<file path="src/rtl/paper_pkg.sv">
// Shared definitions for the paper processor: opcodes, sequencer states and
// the saturating counter helper used for the retired-instruction count.
package paper_pkg;

    localparam int ROM_AW = 2;

    localparam logic [1:0] OP_INC = 2'b00;
    localparam logic [1:0] OP_JNO = 2'b01;
    localparam logic [1:0] OP_HLT = 2'b10;
    localparam logic [1:0] OP_ILL = 2'b11;

    typedef enum logic [2:0] {
        IDLE  = 3'd0,
        FETCH = 3'd1,
        EXEC  = 3'd2,
        OPER  = 3'd3,
        HALT  = 3'd4
    } state_t;

    function automatic logic [7:0] sat_inc8(input logic [7:0] v);
        return (v == 8'hFF) ? v : v + 8'd1;
    endfunction

endpackage

</file>
<file path="src/rtl/paper_seq_ctrl.sv">
// Sequencer for the paper processor: fetches 2-bit words from the external
// ROM, executes INC/JNO/HLT and owns pc, acc, ovf, illegal and retired.
module paper_seq_ctrl
    import paper_pkg::*;
#(
    parameter int ACC_WIDTH = 4
) (
    input  logic                 clk,
    input  logic                 rst,
    input  logic                 start,
    output logic [ROM_AW-1:0]    instr_addr,
    input  logic [1:0]           instr_data,
    output logic [ACC_WIDTH-1:0] acc,
    output logic                 ovf,
    output logic [ROM_AW-1:0]    pc,
    output logic                 busy,
    output logic                 halted,
    output logic                 illegal,
    output logic [7:0]           retired
);

    state_t             state, state_nxt;
    logic [1:0]         ir;
    logic [ACC_WIDTH:0] acc_sum;

    assign acc_sum = {1'b0, acc} + {{ACC_WIDTH{1'b0}}, 1'b1};
    assign busy    = (state == FETCH) || (state == EXEC) || (state == OPER);
    assign halted  = (state == HALT);

    always_comb begin
        state_nxt  = state;
        instr_addr = pc;
        case (state)
            IDLE, HALT: if (start) state_nxt = FETCH;
            FETCH:      state_nxt = EXEC;
            EXEC: begin
                case (ir)
                    OP_INC:  state_nxt = FETCH;
                    OP_JNO:  state_nxt = OPER;
                    default: state_nxt = HALT;
                endcase
            end
            OPER: begin
                // JNO operand lives in the word after the opcode, wrapping at the top.
                instr_addr = pc + 2'd1;
                state_nxt  = FETCH;
            end
            default:    state_nxt = IDLE;
        endcase
    end

    always_ff @(posedge clk or posedge rst) begin
        if (rst) begin
            state   <= IDLE;
            pc      <= '0;
            acc     <= '0;
            ovf     <= 1'b0;
            illegal <= 1'b0;
            retired <= '0;
            ir      <= '0;
        end else begin
            state <= state_nxt;
            case (state)
                IDLE, HALT: begin
                    if (start) begin
                        pc      <= '0;
                        acc     <= '0;
                        ovf     <= 1'b0;
                        illegal <= 1'b0;
                        retired <= '0;
                    end
                end
                FETCH: ir <= instr_data;
                EXEC: begin
                    case (ir)
                        OP_INC: begin
                            {ovf, acc} <= acc_sum;
                            pc         <= pc + 2'd1;
                            retired    <= sat_inc8(retired);
                        end
                        OP_HLT: retired <= sat_inc8(retired);
                        OP_ILL: begin
                            illegal <= 1'b1;
                            retired <= sat_inc8(retired);
                        end
                        default: ;
                    endcase
                end
                OPER: begin
                    pc      <= ovf ? pc + 2'd2 : instr_data;
                    retired <= sat_inc8(retired);
                end
                default: ;
            endcase
        end
    end

endmodule

</file>
<file path="config.mk">
export PLATFORM = sky130hd
export DESIGN_NAME = paper_seq_ctrl
export DESIGN_NICKNAME = d
export VERILOG_FILES = /design/src/rtl/paper_pkg.sv /design/src/rtl/paper_seq_ctrl.sv
export SDC_FILE = /design/constraint.sdc
export NUM_CORES = 1
export LEC_CHECK = 0
export CORE_ASPECT_RATIO = 1.4
export CORE_MARGIN = 4
export CORE_UTILIZATION = 50
export CTS_CLUSTER_DIAMETER = 150
export CTS_CLUSTER_SIZE = 14
export DETAILED_ROUTE_END_ITERATION = 7
export GPL_TIMING_DRIVEN = 1
export PLACE_DENSITY_LB_ADDON = 0.3
export RECOVER_POWER = 25
export SLEW_MARGIN = 15
export SYNTH_ARGS = -nofsm -noshare
export SYNTH_HDL_FRONTEND = slang
export SYNTH_SLANG_ARGS = --single-unit
</file>
<file path="constraint.sdc">
create_clock -name clk -period 2.5 [get_ports clk]
set_input_delay 0.25 -clock clk [delete_from_list [all_inputs] [get_ports clk]]
set_output_delay 0.25 -clock clk [all_outputs]
set_load 0.01 [all_outputs]
</file>
After elaboration in Yosys (flattened, before gate mapping)

Cells that the tools add are included.

$add $sub $neg: 4
Equal/unequal tests: 12
Multiplexer cells: 20
Reduce and logical (&&, ||, !) cells: 12

Operators with widths:

| cell                                                   | number |
|---|---|
| 2-to-1 mux 8 bit                                       | 3 |
| case mux 8 bit (3 select lines)                        | 1 |
| case mux 3 bit (4 select lines)                        | 1 |
| AND reduction 3 bit                                    | 4 |
| adder 8 x 1 -> 8 bit (second input constant)           | 1 |
| == test 8 bit (second input constant)                  | 1 |
| 2-to-1 mux 2 bit                                       | 4 |
| 2-to-1 mux 4 bit                                       | 2 |
| case mux 4 bit (2 select lines)                        | 1 |
| == test 3 x 2 -> 1 bit (second input constant)         | 2 |
| case mux 2 bit (3 select lines)                        | 1 |
| case mux 3 bit (2 select lines)                        | 1 |
| adder 4 x 1 -> 5 bit (second input constant)           | 1 |
| == test 2 bit (second input constant)                  | 2 |
| inequality test 2 x 1 -> 1 bit (second input constant) | 2 |
| inequality test 2 bit (second input constant)          | 2 |
| case mux 1 bit (2 select lines)                        | 2 |
| == test 3 x 1 -> 1 bit (second input constant)         | 1 |
| == test 3 bit (second input constant)                  | 1 |
| logical NOT 3 bit                                      | 1 |
| 2-to-1 mux 1 bit                                       | 3 |
| 2-to-1 mux 3 bit                                       | 1 |
| nonzero test 3 bit                                     | 1 |
| OR reduction 3 bit                                     | 1 |
| other kinds (7)                                        | 8 |

Flip-flop bits (word level): 21
Output and inout bits: 20
Input port bits: 5
Word-level logic and storage cells: 55

Longest topological paths before layout

Gate-level depths: netlist of run 1.

Depth after elaboration: 4
Gate-level depth with buffers: 6
Depth with buffers taken out: 5

Worst setup path before layout of run 1

No wires, ideal clock.

Path kind: register to register
Start: reg state[1]
End: reg retired[4]
Clock period less this slack: 1.708 ns
Path buffers: 2
Library setup time: 0.124 ns
Required time: 2.376 ns
Data arrival time: 1.584 ns
Cell stages (with the launch flop): 7
Slack: 0.792 ns
Cell sequence: dfrtp_1 > buf_6 > or3b_4 > o21a_1 > or2_0 > buf_2 > a211o_1

Cells in the longest elaborated chain, start to end: 4
Elaborated cells on any way between the ends: 10
Classes of those cells: 5 x eq/ne; 1 x mux; 4 x reduce/logical

Ends and longest elaborated chain:

| what                                                                         | RTL line             | text |
|---|---|---|
| start, declared                                                              | paper_seq_ctrl.sv:22 | `state_t state, state_nxt;` |
| start signal, assigned                                                       | paper_seq_ctrl.sv:62 | `state <= state_nxt;` |
| == test 3 bit or logical NOT 3 bit (tied branches)                           | paper_seq_ctrl.sv:63 | `case (state)` |
| OR reduction 2 bit                                                           | paper_seq_ctrl.sv:63 |  |
| inequality test 2 bit (no source line) or nonzero test 3 bit (tied branches) | -                    |  |
| AND reduction 3 bit (no source line)                                         | -                    |  |
| end signal, assigned                                                         | paper_seq_ctrl.sv:79 | `retired <= sat_inc8(retired);` |
| end signal, assigned                                                         | paper_seq_ctrl.sv:81 | `OP_HLT: retired <= sat_inc8(retired);` |
| end signal, assigned                                                         | paper_seq_ctrl.sv:84 | `retired <= sat_inc8(retired);` |
| end, declared                                                                | paper_seq_ctrl.sv:19 | `output logic [7:0] retired` |

Several ways; a longest one is shown, not always the timed one.
A chain may end at the register's enable or synchronous reset.

Worst setup path in the final report of run 1

Start: reg state[1]
End: out instr_addr[1]

Cells in the longest elaborated chain, start to end: 2

Ends and longest elaborated chain:

| what                   | RTL line             | text |
|---|---|---|
| == test 3 x 2 -> 1 bit | paper_seq_ctrl.sv:33 | `case (state)` |
| 2-to-1 mux 2 bit       | paper_seq_ctrl.sv:33 |  |
| end, declared          | paper_seq_ctrl.sv:11 | `output logic [ROM_AW-1:0] instr_addr,` |

Every way passes these cells.

==> results.md, run 1 <==
* Worst Hold Class: reg2reg
* WL/cell at 14.9 um
* Max H-tree Level at 1
* Filler Cell Count at about 180
* Distinct cells, synth at 39
* Worst Path Buf+Inv at 1
* First-pass GRT wire length at 4510 um
* Clk_skew at 2.10 ps
* Kind of critical path: reg2out
* Fin crit share at 88.0%
* Syn Inst Count at 126
* Number of synthesized register bits at 21
* Non-Filler Instances at 174
* IO Count at 25
* Clock Tree Buf Depth at 2
* DR WL met2 at 1370 um
* Worst IR Drop VDD at 0.544 mV
* Proportion of layout cells with a drive suffix above 1 at 11.2%
* CTS Hold Bufs at 0
* Status: finished, final reports clean
* DP HPWL at ~2000 um
* Total Wirelength at 2590 um
* Row Count at 20
* Top Family by Delay on Critical Path: buffers and inverters
* Worst slew margin at between 40 and 50%
* TritonCTS clock tree: yes
* Post-CTS setup repair buffer count at 0
* Top Metal Used: met4
* Initial antenna violation count at 0
* DP Cell Count at 170
* Total CTS buffers at 3
* Setup TNS at 0 ps
* Final total power at 1.45 mW
* Drt first-iter violations at 40
* Worst Path Required at 2250 ps
* Startpoint types: flip-flop
* ANT cells at 0
* Number of synthesis warnings at 0
* GPL Wtd Cong at around 0.84
* Arrival @ worst endpoint at 1950 ps
* Antenna viol nets, final at 0
* Vias in the first global route at roughly 1.0k
* Residual DRC count at 0
* Crit-path slowest cell: clkdlybuf4s50_1
* Clock sinks at 21
* FF-to-FF path depth at 4
* Pin count of the biggest net entering global routing at 22
* Tmin final at 2200 ps
* Critical path depth at 4
* Layout net count at 160
* Worst-Skew Late Latency at 310 ps
* Least-Margin Pin Slew at 805 ps
* Grt total ovfl at 0
* Via count at 1040
* Chip height at 66.1 um
* Pwr per Cell Area at 967 nW/um^2
* Drt pass-1 iters at 4
* Synth Cell Area at 1210 sq um
* Root buffer cell: clkbuf_4
* All-Layer GR Usage at 18.0%
* Port Buffers at 24
* Met3 wire length at 85 um
* Post-synth top flop: dfrtp_1
* Clock edge transition at the registers on the reported setup and hold paths at 110 ps
* Starting Density at 54.2%
* Synth Area per Inst at 9.58 sq um
* Area delta synth->final at 24.4%
* # Max-Cap Violations at 0
* M1 WL at about 1100 um
* Floorplan core area at around 2200 sq um
* Vias/cell at 5.98
* Pleak at 0.644 nW
* Setup-failing EPs final at 0
* Sequential area share after synthesis at 43.5%
* Final slew viol count at 0
* Worst stage delay on the critical path at about 560 ps
* RSZ-0062 raised after global routing: false
* Hold Crit Depth at 1
* Die Span X at 49.5 um
* DIE AREA at 3280 sq um
* Critical Path Sink Type: output port
* Hold Vio Cnt, Final at 0
* Slack of the critical path at 301 ps
* Worst slack, placed at 286 ps
* Max Fclk at 0.455 GHz
* Post-synth EDFFs at 0
* Async SR Flop Fraction at 100%
* Crit-path max FO at 9
* Crit-path cells: nor2b_1 > nand3_1 > xnor2_1 > clkdlybuf4s50_1
* Synth Net Count at 133
* PostCTS Resize Cnt at 0
-- area by class of cell --
cell class              instances  area [sq um]  area share, %
repair buffers                 29           278           18.5
flip-flops and latches         21           526           35.0
well taps                      22          27.5           1.83
multi-input cells              96           637           42.4
clock buffers                   4          26.3           1.75
inverters                       2          7.51          0.500
-- layer usage --
layer / GRT usage, % / vias up
met4: 10.0 / 0
met2: 32.0 / 28
met5: 0 / -
li1: - / 516
met3: 2.26 / 7
met1: 20.6 / 489
-- cells in the mapped netlist, types with 2 or more instances --
cell / count / area, sq um
inv_1: 2 / 7.51
o21ai_0: 9 / 45.0
o31ai_1: 5 / 37.5
mux2_2: 5 / 56.3
nand3_1: 6 / 30.0
and3_1: 3 / 18.8
a21oi_1: 5 / 25.0
a22o_1: 2 / 17.5
and2_1: 3 / 18.8
dfrtp_1: 21 / 526
nor3b_1: 5 / 37.5
ha_1: 2 / 25.0
nand2_1: 13 / 48.8
nor4_1: 3 / 18.8
nand2b_1: 2 / 12.5
nor2b_1: 2 / 12.5
a211o_1: 2 / 17.5
nor3_1: 2 / 10.0
clkbuf_1: 3 / 11.3
nand4_1: 2 / 12.5
xnor2_1: 2 / 17.5
nor2_1: 7 / 26.3
buf_2: 3 / 15.0
a21o_1: 2 / 15.0
-- cells by family (layout without fill, tap and decap cells) --
kind of cell | Yosys count | in the layout | synth area share (%)
compound gates | 33 | 33 | 19.1
flops | 21 | 21 | 43.5
xor+xnor | 2 | 2 | 1.45
mux | 6 | 6 | 5.49
buf+inv | 9 | 35 | 3.73
fa+ha+maj | 2 | 2 | 2.07
simple gates | 53 | 53 | 24.7
-- worst register-to-register path, delay by kind of cell (launching register included) --
kind | cells | cell delay, ps
simple gates | 2 | 820
compound gates | 2 | 570
flops | 1 | 490
-- metrics by stage --
stage	utilization (%)	hold slack [ps]	area, sq um
CTS	67.4	403	1500
detailed placement	66.2	492	1480
finish	67.4	521	1500
floorplan	-	227	1210
global route	67.4	562	1500
global placement	66.2	500	1480
-- cells in the final DEF, fill, tap and decap left out, types with 3 or more instances in the layout --
cell type	synthesis	routed
and2_1	3	3
nor4_1	3	3
nand3_1	6	6
dfrtp_1	21	21
clkbuf_4	0	3
o21ai_0	9	9
buf_4	0	5
clkdlybuf4s50_1	0	23
nor3b_1	5	5
and3_1	3	3
nor2_1	7	7
mux2_2	5	5
nand2_1	13	13
a21oi_1	5	5
o31ai_1	5	5
-- registers in the layout, indices dropped and copies added (netlist names) --
| signal | cells |
|---|---|
| retired | 8 |
| acc | 4 |
| state | 3 |
| ir | 2 |
| pc | 2 |
| illegal | 1 |
| ovf | 1 |
-- report_power, final --
part,internal (mW),switching (mW),total [mW]
Clock,0.0624,0.0996,0.162
Combinational,0.374,0.367,0.741
Sequential,0.426,0.123,0.549
-- path summary, 6_finish.rpt --
path	from	endpoint	slack, ps
max	state[1]	instr_addr[1]	300
min	illegal	illegal	520
max reg2reg	state[1]	retired[4]	520
min reg2reg	illegal	illegal	520
max in group asynchronous	rst	pc[0]	1480
min in group asynchronous	rst	retired[0]	530
Power figures use the tool's default switching activity.
==> inputs of run 2 (changes only) <==
--- a/config.mk
+++ b/config.mk
@@ -5,7 +5,8 @@
 export SDC_FILE = /design/constraint.sdc
 export NUM_CORES = 1
 export LEC_CHECK = 0
-export CORE_ASPECT_RATIO = 1.4
+export CAP_MARGIN = 10
+export CORE_ASPECT_RATIO = 0.7
 export CORE_MARGIN = 4
 export CORE_UTILIZATION = 50
 export CTS_CLUSTER_DIAMETER = 150
==> constraint.sdc (replaced) <==
create_clock -name clk -period 2.5 [get_ports clk]
set_input_delay 0.5 -clock clk [delete_from_list [all_inputs] [get_ports clk]]
set_output_delay 0.5 -clock clk [all_outputs]
set_load 0.01 [all_outputs]
==> run 2 against run 1 <==
First-iteration DRC count rose by 130%. Critical path depth did not move. Sequential cell count did not move. Clock skew rose by 2.0 ps.
==> results.md, run 2 (synthesis results as in run 1) <==
* Max Fclk at 0.427 GHz (was 0.455 GHz)
* Drt pass-1 iters at 4 (unchanged)
* Crit-path slowest cell: clkdlybuf4s50_1 (unchanged)
* Total Wirelength at 2900 um (was 2590 um)
* RSZ-0062 raised after global routing: false (unchanged)
* Max FFs per register at 8 (unchanged)
* Area of the multi-input gates at 639 sq um (was 637 sq um)
* Residual DRC count at 0 (unchanged)
* Fin crit share at 93.7% (was 88.0%)
* Finished Cell Area at 1540 sq um (was 1500 sq um)
* Hold Vio Cnt, Final at 0 (unchanged)
* # Max-Cap Violations at 0 (unchanged)
* Area of all sequential standard cells at 526 sq um (unchanged)
* Clk_skew at 4.14 ps (was 2.10 ps)
* Kind of critical path: reg2out (unchanged)
* Sequential power share at 35.9% (was 37.8%)
* ANT cells at 0 (unchanged)
* All-Layer GR Usage at 20.0% (was 18.0%)
* Post-CTS setup repair buffer count at 0 (unchanged)
* Non-Filler Instances at 187 (was 174)
* First-pass GRT wire length at 5020 um (was 4510 um)
* Grt total ovfl at 0 (unchanged)
* Area delta synth->final at 27.3% (was 24.4%)
* Pin count of the biggest net entering global routing at 22 (unchanged)
* Clock edge transition at the registers on the reported setup and hold paths at 130 ps (was 110 ps)
* Worst stage delay on the critical path at 560 ps (about the same)
* Top Metal Used: met4 (unchanged)
* Clock Tree Buf Depth at 2 (unchanged)
* Top Family by Delay on Critical Path: buffers and inverters (unchanged)
* Floorplan core area at 2220 sq um (was 2230 sq um)
* Via count at 1083 (was 1040)
* Most frequent cells in the layout: clkdlybuf4s50_1 (23), dfrtp_1 (21), nand2_1 (13), o21ai_0 (9) (was clkdlybuf4s50_1 (23), dfrtp_1 (21), nand2_1 (13), o21ai_0 (9), nor2_1 (7))
* Die Span X at 66.7 um (was 49.5 um)
* Vias/cell at 5.79 (was 5.98)
* Vias in the first global route at 1004 (was 1017)
* Startpoint types: flip-flop (unchanged)
* DR WL met2 at 1260 um (was 1370 um)
* Worst slew margin at 21.6% (was 46.3%)
* Tmin final at 2340 ps (was 2200 ps)
* Starting Density at 54.3% (was 54.2%)
* TritonCTS clock tree: yes (unchanged)
* Crit-path cells: nor2b_2 > nand3_1 > xnor2_1 > clkdlybuf4s50_1 (was nor2b_1 > nand3_1 > xnor2_1 > clkdlybuf4s50_1)
* Status: finished, final reports clean (unchanged)
* Root buffer cell: clkbuf_4 (unchanged)
* Pwr per Cell Area at 990 nW/um^2 (was 967 nW/um^2)
* Filler Cell Count at 201 (was 182)
* Setup-failing EPs final at 0 (unchanged)
* Proportion of layout cells with a drive suffix above 1 at 13.5% (was 11.2%)
* WL/cell at 15.5 um (was 14.9 um)
* Max H-tree Level at 1 (unchanged)
* Arrival @ worst endpoint at 1840 ps (was 1950 ps)
* Least-Margin Pin Slew at 1180 ps (was 805 ps)
* Worst IR Drop VDD at 0.548 mV (was 0.544 mV)
* Chip height at 49.1 um (was 66.1 um)
* Met3 wire length at 240 um (was 85 um)
* M1 WL at 1380 um (was 1060 um)
* Top flop regs: retired x8, acc x4, state x3 (unchanged)
* Worst Path Required at 2000 ps (was 2250 ps)
* DP Cell Count at 183 (was 170)
* Core Util, Final at 69.1% (was 67.4%)
* Post-Place Cell Area at 1510 sq um (was 1480 sq um)
* Drt first-iter violations at 93 (was 40)
* IO Count at 25 (unchanged)
* DIE AREA at 3280 sq um (about the same)
* GPL Wtd Cong at 0.793 (was 0.839)
* Worst Hold Class: reg2reg (unchanged)
* Setup TNS at 0 ps (unchanged)
* Initial antenna violation count at 0 (unchanged)
* Final slew viol count at 0 (unchanged)
* Layout net count at 163 (was 160)
* Critical Path Sink Type: output port (unchanged)
* Clock sinks at 21 (unchanged)
* Commonest non-fill, non-tap cell in the layout: clkdlybuf4s50_1 (unchanged)
* Slack of the critical path at 156 ps (was 301 ps)
* DP HPWL at 2140 um (was 1990 um)
* Total CTS buffers at 3 (unchanged)
* Combinational share of power at 52.9% (was 51.0%)
* Cell Int Power at 0.885 mW (was 0.862 mW)
* Clock share of power at 11.2% (about the same)
* Worst slack, placed at 198 ps (was 286 ps)
* Worst Path Buf+Inv at 1 (unchanged)
* Pleak at 0.658 nW (was 0.644 nW)
* Antenna viol nets, final at 0 (unchanged)
* Port Buffers at 24 (unchanged)
* Crit-path max FO at 8 (was 9)
* Row Count at 14 (was 20)
* Worst-Skew Late Latency at 310 ps (about the same)
* Sw Ratio at 41.8% (was 40.6%)
* Biggest register: retired (unchanged)
* Net Switching at 0.636 mW (was 0.589 mW)
[run 2: per-stage QoR]
step | hold slack [ps] | total power, mW
floorplan | 477 | 1.02
detailed placement | 505 | 1.35
global placement | 493 | 1.31
finish | 527 | 1.52
CTS | 504 | 1.52
global route | 553 | 1.64
[run 2: power groups by stage]
stage / clock network, mW / registers (mW) / logic (mW)
2_1_floorplan: 0 / 0.535 / 0.488
3_3_place_gp: 0 / 0.542 / 0.773
3_5_place_dp: 0 / 0.551 / 0.795
4_1_cts: 0.174 / 0.544 / 0.801
5_1_grt: 0.194 / 0.563 / 0.887
6_report: 0.170 / 0.547 / 0.804
[run 2: area by class of cell]
| type | count | share of cell area [%] |
|---|---|---|
| timing repair buffer | 32 | 19.3 |
| clock buffer | 3 | 1.47 |
| multi-input combinational | 96 | 41.6 |
| clock inverter | 1 | 0.326 |
| sequential | 21 | 34.2 |
| tap | 32 | 2.61 |
| inverter | 2 | 0.489 |
[run 2: worst paths after layout]
kind,cells after the start,slack (ps),from,endpoint
max in group asynchronous,3,820,rst,retired[2]
max reg2reg,6,640,state[0],acc[3]
min,1,530,illegal,illegal
min reg2reg,1,530,illegal,illegal
max,4,160,state[2],instr_addr[1]
min in group asynchronous,3,980,rst,retired[0]
[run 2: per-layer routing]
| metal | GRT usage, % | vias up |
|---|---|---|
| li1 | - | 522 |
| met4 | 4.73 | 0 |
| met5 | 0 | - |
| met1 | 30.2 | 508 |
| met3 | 6.45 | 2 |
| met2 | 27.3 | 51 |
[run 2: worst register-to-register path: stages, from the launching register on]
cell	delay, ps
dfrtp_1	480
buf_4	220
nor3b_1	70
buf_4	160
a21oi_1	440
o21ai_0	180
a22o_1	210
[run 2: what timing repair did]
item,in CTS,in global routing
gates resized for setup,0,1
endpoints found under the setup margin,0,2
hold buffers,0,0
hold endpoints to repair,0,0
==> inputs of run 3 (changes only) <==
--- a/config.mk
+++ b/config.mk
@@ -5,6 +5,7 @@
 export SDC_FILE = /design/constraint.sdc
 export NUM_CORES = 1
 export LEC_CHECK = 0
+export ABC_AREA = 1
 export CAP_MARGIN = 10
 export CORE_ASPECT_RATIO = 0.7
 export CORE_MARGIN = 4
==> constraint.sdc (replaced) <==
create_clock -name clk -period 2.59 [get_ports clk]
set_input_delay 0.518 -clock clk [delete_from_list [all_inputs] [get_ports clk]]
set_output_delay 0.518 -clock clk [all_outputs]
set_load 0.01 [all_outputs]
==> run 3 against run 2 <==
Wire length fell by 3.3%. Sequential share of layout area up 0.94 points. Clock power decreased by 4%. Combinational power decreased by 16%. Synthesized area fell by 0.21%. Design area down 2.7%. Critical path depth is 2 higher. Die area decreased by 0.18%. First-iteration DRC count grew 19%. Critical path type unchanged. Critical endpoint unchanged. Highest routed layer unchanged.
==> results.md, run 3 <==
* Worst Hold Class: reg2reg (unchanged)
* Worst-Skew Late Latency at 320 ps (was 310 ps)
* Worst slew margin at 45.3% (was 21.6%)
* Drt pass-1 iters at 4 (unchanged)
* Synth cell count leaders: nand2_1 (51), dfrtp_1 (21), nor2_1 (21) (was dfrtp_1 (21), nand2_1 (13), o21ai_0 (9))
* # Max-Cap Violations at 0 (unchanged)
* PostCTS Resize Cnt at 0 (unchanged)
* Synth Cell Area at 1200 sq um (was 1210 sq um)
* Total CTS buffers at 3 (unchanged)
* Async SR Flop Fraction at 100% (unchanged)
* Crit-path max FO at 6 (was 8)
* Residual DRC count at 0 (unchanged)
* Least-Margin Pin Slew at 820 ps (was 1180 ps)
* Pleak at 0.689 nW (was 0.658 nW)
* Post-synth top flop: dfrtp_1 (unchanged)
* Pwr per Cell Area at 896 nW/um^2 (was 990 nW/um^2)
* Vias/cell at 5.14 (was 5.79)
* IO Count at 25 (unchanged)
* Grt total ovfl at 0 (unchanged)
* Hold Vio Cnt, Final at 0 (unchanged)
* Clock sinks at 21 (unchanged)
* Area of all sequential standard cells at 526 sq um (unchanged)
* Port Buffers at 24 (unchanged)
* First-pass GRT wire length at 5040 um (was 5020 um)
* CTS Hold Bufs at 0 (unchanged)
* Via count at 1151 (was 1083)
* Max FFs per register at 8 (unchanged)
* RR Startpoint: state[2] (was state[0])
* Worst hold margin at 509 ps (was 527 ps)
* Number of synthesis warnings at 0 (unchanged)
* Most frequent cell after synthesis: nand2_1 (was dfrtp_1)
* Hold Crit Depth at 2 (was 1)
* Worst Path Required at 2070 ps (was 2000 ps)
* Synth top area share at 43.6% (was 43.5%)
* Commonest non-fill, non-tap cell in the layout: nand2_1 (was clkdlybuf4s50_1)
* Root buffer cell: clkbuf_4 (unchanged)
* Row Count at 14 (unchanged)
* Syn Inst Count at 165 (was 126)
* Post-synth EDFFs at 0 (unchanged)
* TritonCTS clock tree: yes (unchanged)
* Arrival @ worst endpoint at 1900 ps (was 1840 ps)
* Fin crit share at 93.4%
* Critical Path Sink Type: output port (unchanged)
* Vias in the first global route at 1111 (was 1004)
* Setup-failing EPs final at 0 (unchanged)
* Sequential area share after synthesis at 43.6% (was 43.5%)
* Area delta synth->final at 24.1% (was 27.3%)
* GPL Wtd Cong at 0.825 (was 0.793)
* Max H-tree Level at 1 (unchanged)
* Initial antenna violation count at 0 (unchanged)
* Clock Tree Buf Depth at 2 (unchanged)
* Startpoint types: flip-flop (unchanged)
* Proportion of layout cells with a drive suffix above 1 at 6.77% (was 13.5%)
* Drt first-iter violations at 111 (was 93)
* Setup TNS at 0 ps (unchanged)
* R2R Path End: acc[0] (was acc[3])
* Worst setup path start: state[2] (unchanged)
* Tmin final at 2420 ps
* DIE AREA at 3270 sq um (was 3280 sq um)
* Area of the multi-input gates at 607 sq um (was 639 sq um)
* DP HPWL at 2130 um (was 2140 um)
* Synth area leader: dfrtp_1 (unchanged)
* Synth top area cells: dfrtp_1 (44%), nand2_1 (16%), o21ai_0 (7.5%) (was dfrtp_1 (44%), mux2_2 (4.7%), nand2_1 (4.0%))
* Max Fclk at between 0.4 and 0.5 GHz
* Die Span X at 66.7 um (about the same)
* Final slew viol count at 0 (unchanged)
* Layout net count at 200 (was 163)
* Status: finished, final reports clean (unchanged)
* Floorplan core area at 2220 sq um (unchanged)
* Synth Area per Inst at 7.30 sq um (was 9.58 sq um)
* Post-CTS setup repair buffer count at 0 (unchanged)
* RSZ-0062 raised after global routing: false (unchanged)
* Distinct cells, synth at 21 (was 39)
* Core Util, Final at 67.2% (was 69.1%)
* Top flop regs: retired x8, acc x4, state x3 (unchanged)
* Clock edge transition at the registers on the reported setup and hold paths at 110 ps (was 130 ps)
* Filler Cell Count at 204 (was 201)
* Pin count of the biggest net entering global routing at 22 (unchanged)
* All-Layer GR Usage at 19.9% (was 20.0%)
* ANT cells at 0 (unchanged)
* Synth Net Count at 172 (was 133)
* Worst slack, placed at 415 ps (was 198 ps)
* Starting Density at 54.2% (was 54.3%)
* Antenna viol nets, final at 0 (unchanged)
* Number of synthesized register bits at 21 (unchanged)
* Total Wirelength at 2800 um (was 2900 um)
* WL/cell at 12.5 um (was 15.5 um)
* Flop-to-flop setup slack at 830 ps (was 640 ps)
* End point of the critical path: instr_addr[1] (unchanged)
* Worst IR Drop VDD at 0.551 mV (was 0.548 mV)
* Most frequent cells in the layout: nand2_1 (51), nor2_1 (23), clkdlybuf4s50_1 (23), dfrtp_1 (21), o21ai_0 (18) (was clkdlybuf4s50_1 (23), dfrtp_1 (21), nand2_1 (13), o21ai_0 (9))
* Clk_skew at 13.0 ps (was 4.14 ps)
* Biggest register: retired (unchanged)
* Kind of critical path: reg2out (unchanged)
* Chip height at 49.1 um (about the same)
* Slack of the critical path at 171 ps (was 156 ps)
* FF-to-FF path depth at 7 (was 6)
==> run 3: cell types whose count changed in the layout (fill, tap and decap cells not counted), sizes merged, moves of 7 or more <==
cell,change
o21ai,+9
nand3,+7
nand2,+42
buf,-7
inv,+13
nor2,+18
==> run 3: logic make-up (layout without fill, tap and decap cells) <==
kind of cell             Yosys count  in the layout  synth area share [%]
AND/OR/NAND/NOR                   97             97                  35.6
AO/OA/AOI/OAI                     27             27                  11.6
flip-flops                        21             21                  43.6
buffers and inverters             16             43                  5.61
adder cells (fa/ha/maj)            2              2                  2.08
XOR/XNOR                           2              2                  1.45
==> run 3: through the flow <==
| stage | cells | area, sq um | power (mW) |
|---|---|---|---|
| floorplan | 165 | 1200 | 0.940 |
| global placement | 220 | 1470 | 1.16 |
| detailed placement | 220 | 1470 | 1.18 |
| CTS | 224 | 1500 | 1.35 |
| global route | 224 | 1500 | 1.46 |
| finish | 224 | 1500 | 1.34 |
==> run 3: critical path: stages, from the launching register on <==
cell	delay, ps
dfrtp_1	470
inv_2	120
nand2_4	80
nor2_4	170
nor2_1	60
a21oi_1	130
clkdlybuf4s50_1	560
==> run 3: how the worst min path moves through the flow <==
| stage | startpoint | to | slack (ps) |
|---|---|---|---|
| 2_1_floorplan | rst | acc[0] | 490 |
| 3_3_place_gp | illegal | illegal | 470 |
| 3_5_place_dp | illegal | illegal | 490 |
| 4_1_cts | illegal | illegal | 520 |
| 5_1_grt | illegal | illegal | 580 |
| 6_report | illegal | illegal | 510 |
==> run 3: where the power goes <==
group          internal, mW  total, mW  switching, mW  leakage, nW
Sequential            0.402      0.498         0.0963        0.280
Clock                0.0603      0.163          0.103       0.0150
Combinational         0.269      0.679          0.410        0.394
==> run 3: per-layer routing <==
metal	share of wire (%)	global-route usage (%)	routed length [um]
met5	0	0	0
met2	44	28.9	1220
met3	7.4	6.45	206
met1	48	28.7	1360
met4	0.46	4.05	13
==> run 3: area by class of cell <==
class,instances,share of cell area [%]
multi-input combinational,128,40.6
sequential,21,35.1
timing repair buffer,24,16.1
inverter,15,3.77
tap,32,2.68
clock buffer,4,1.76
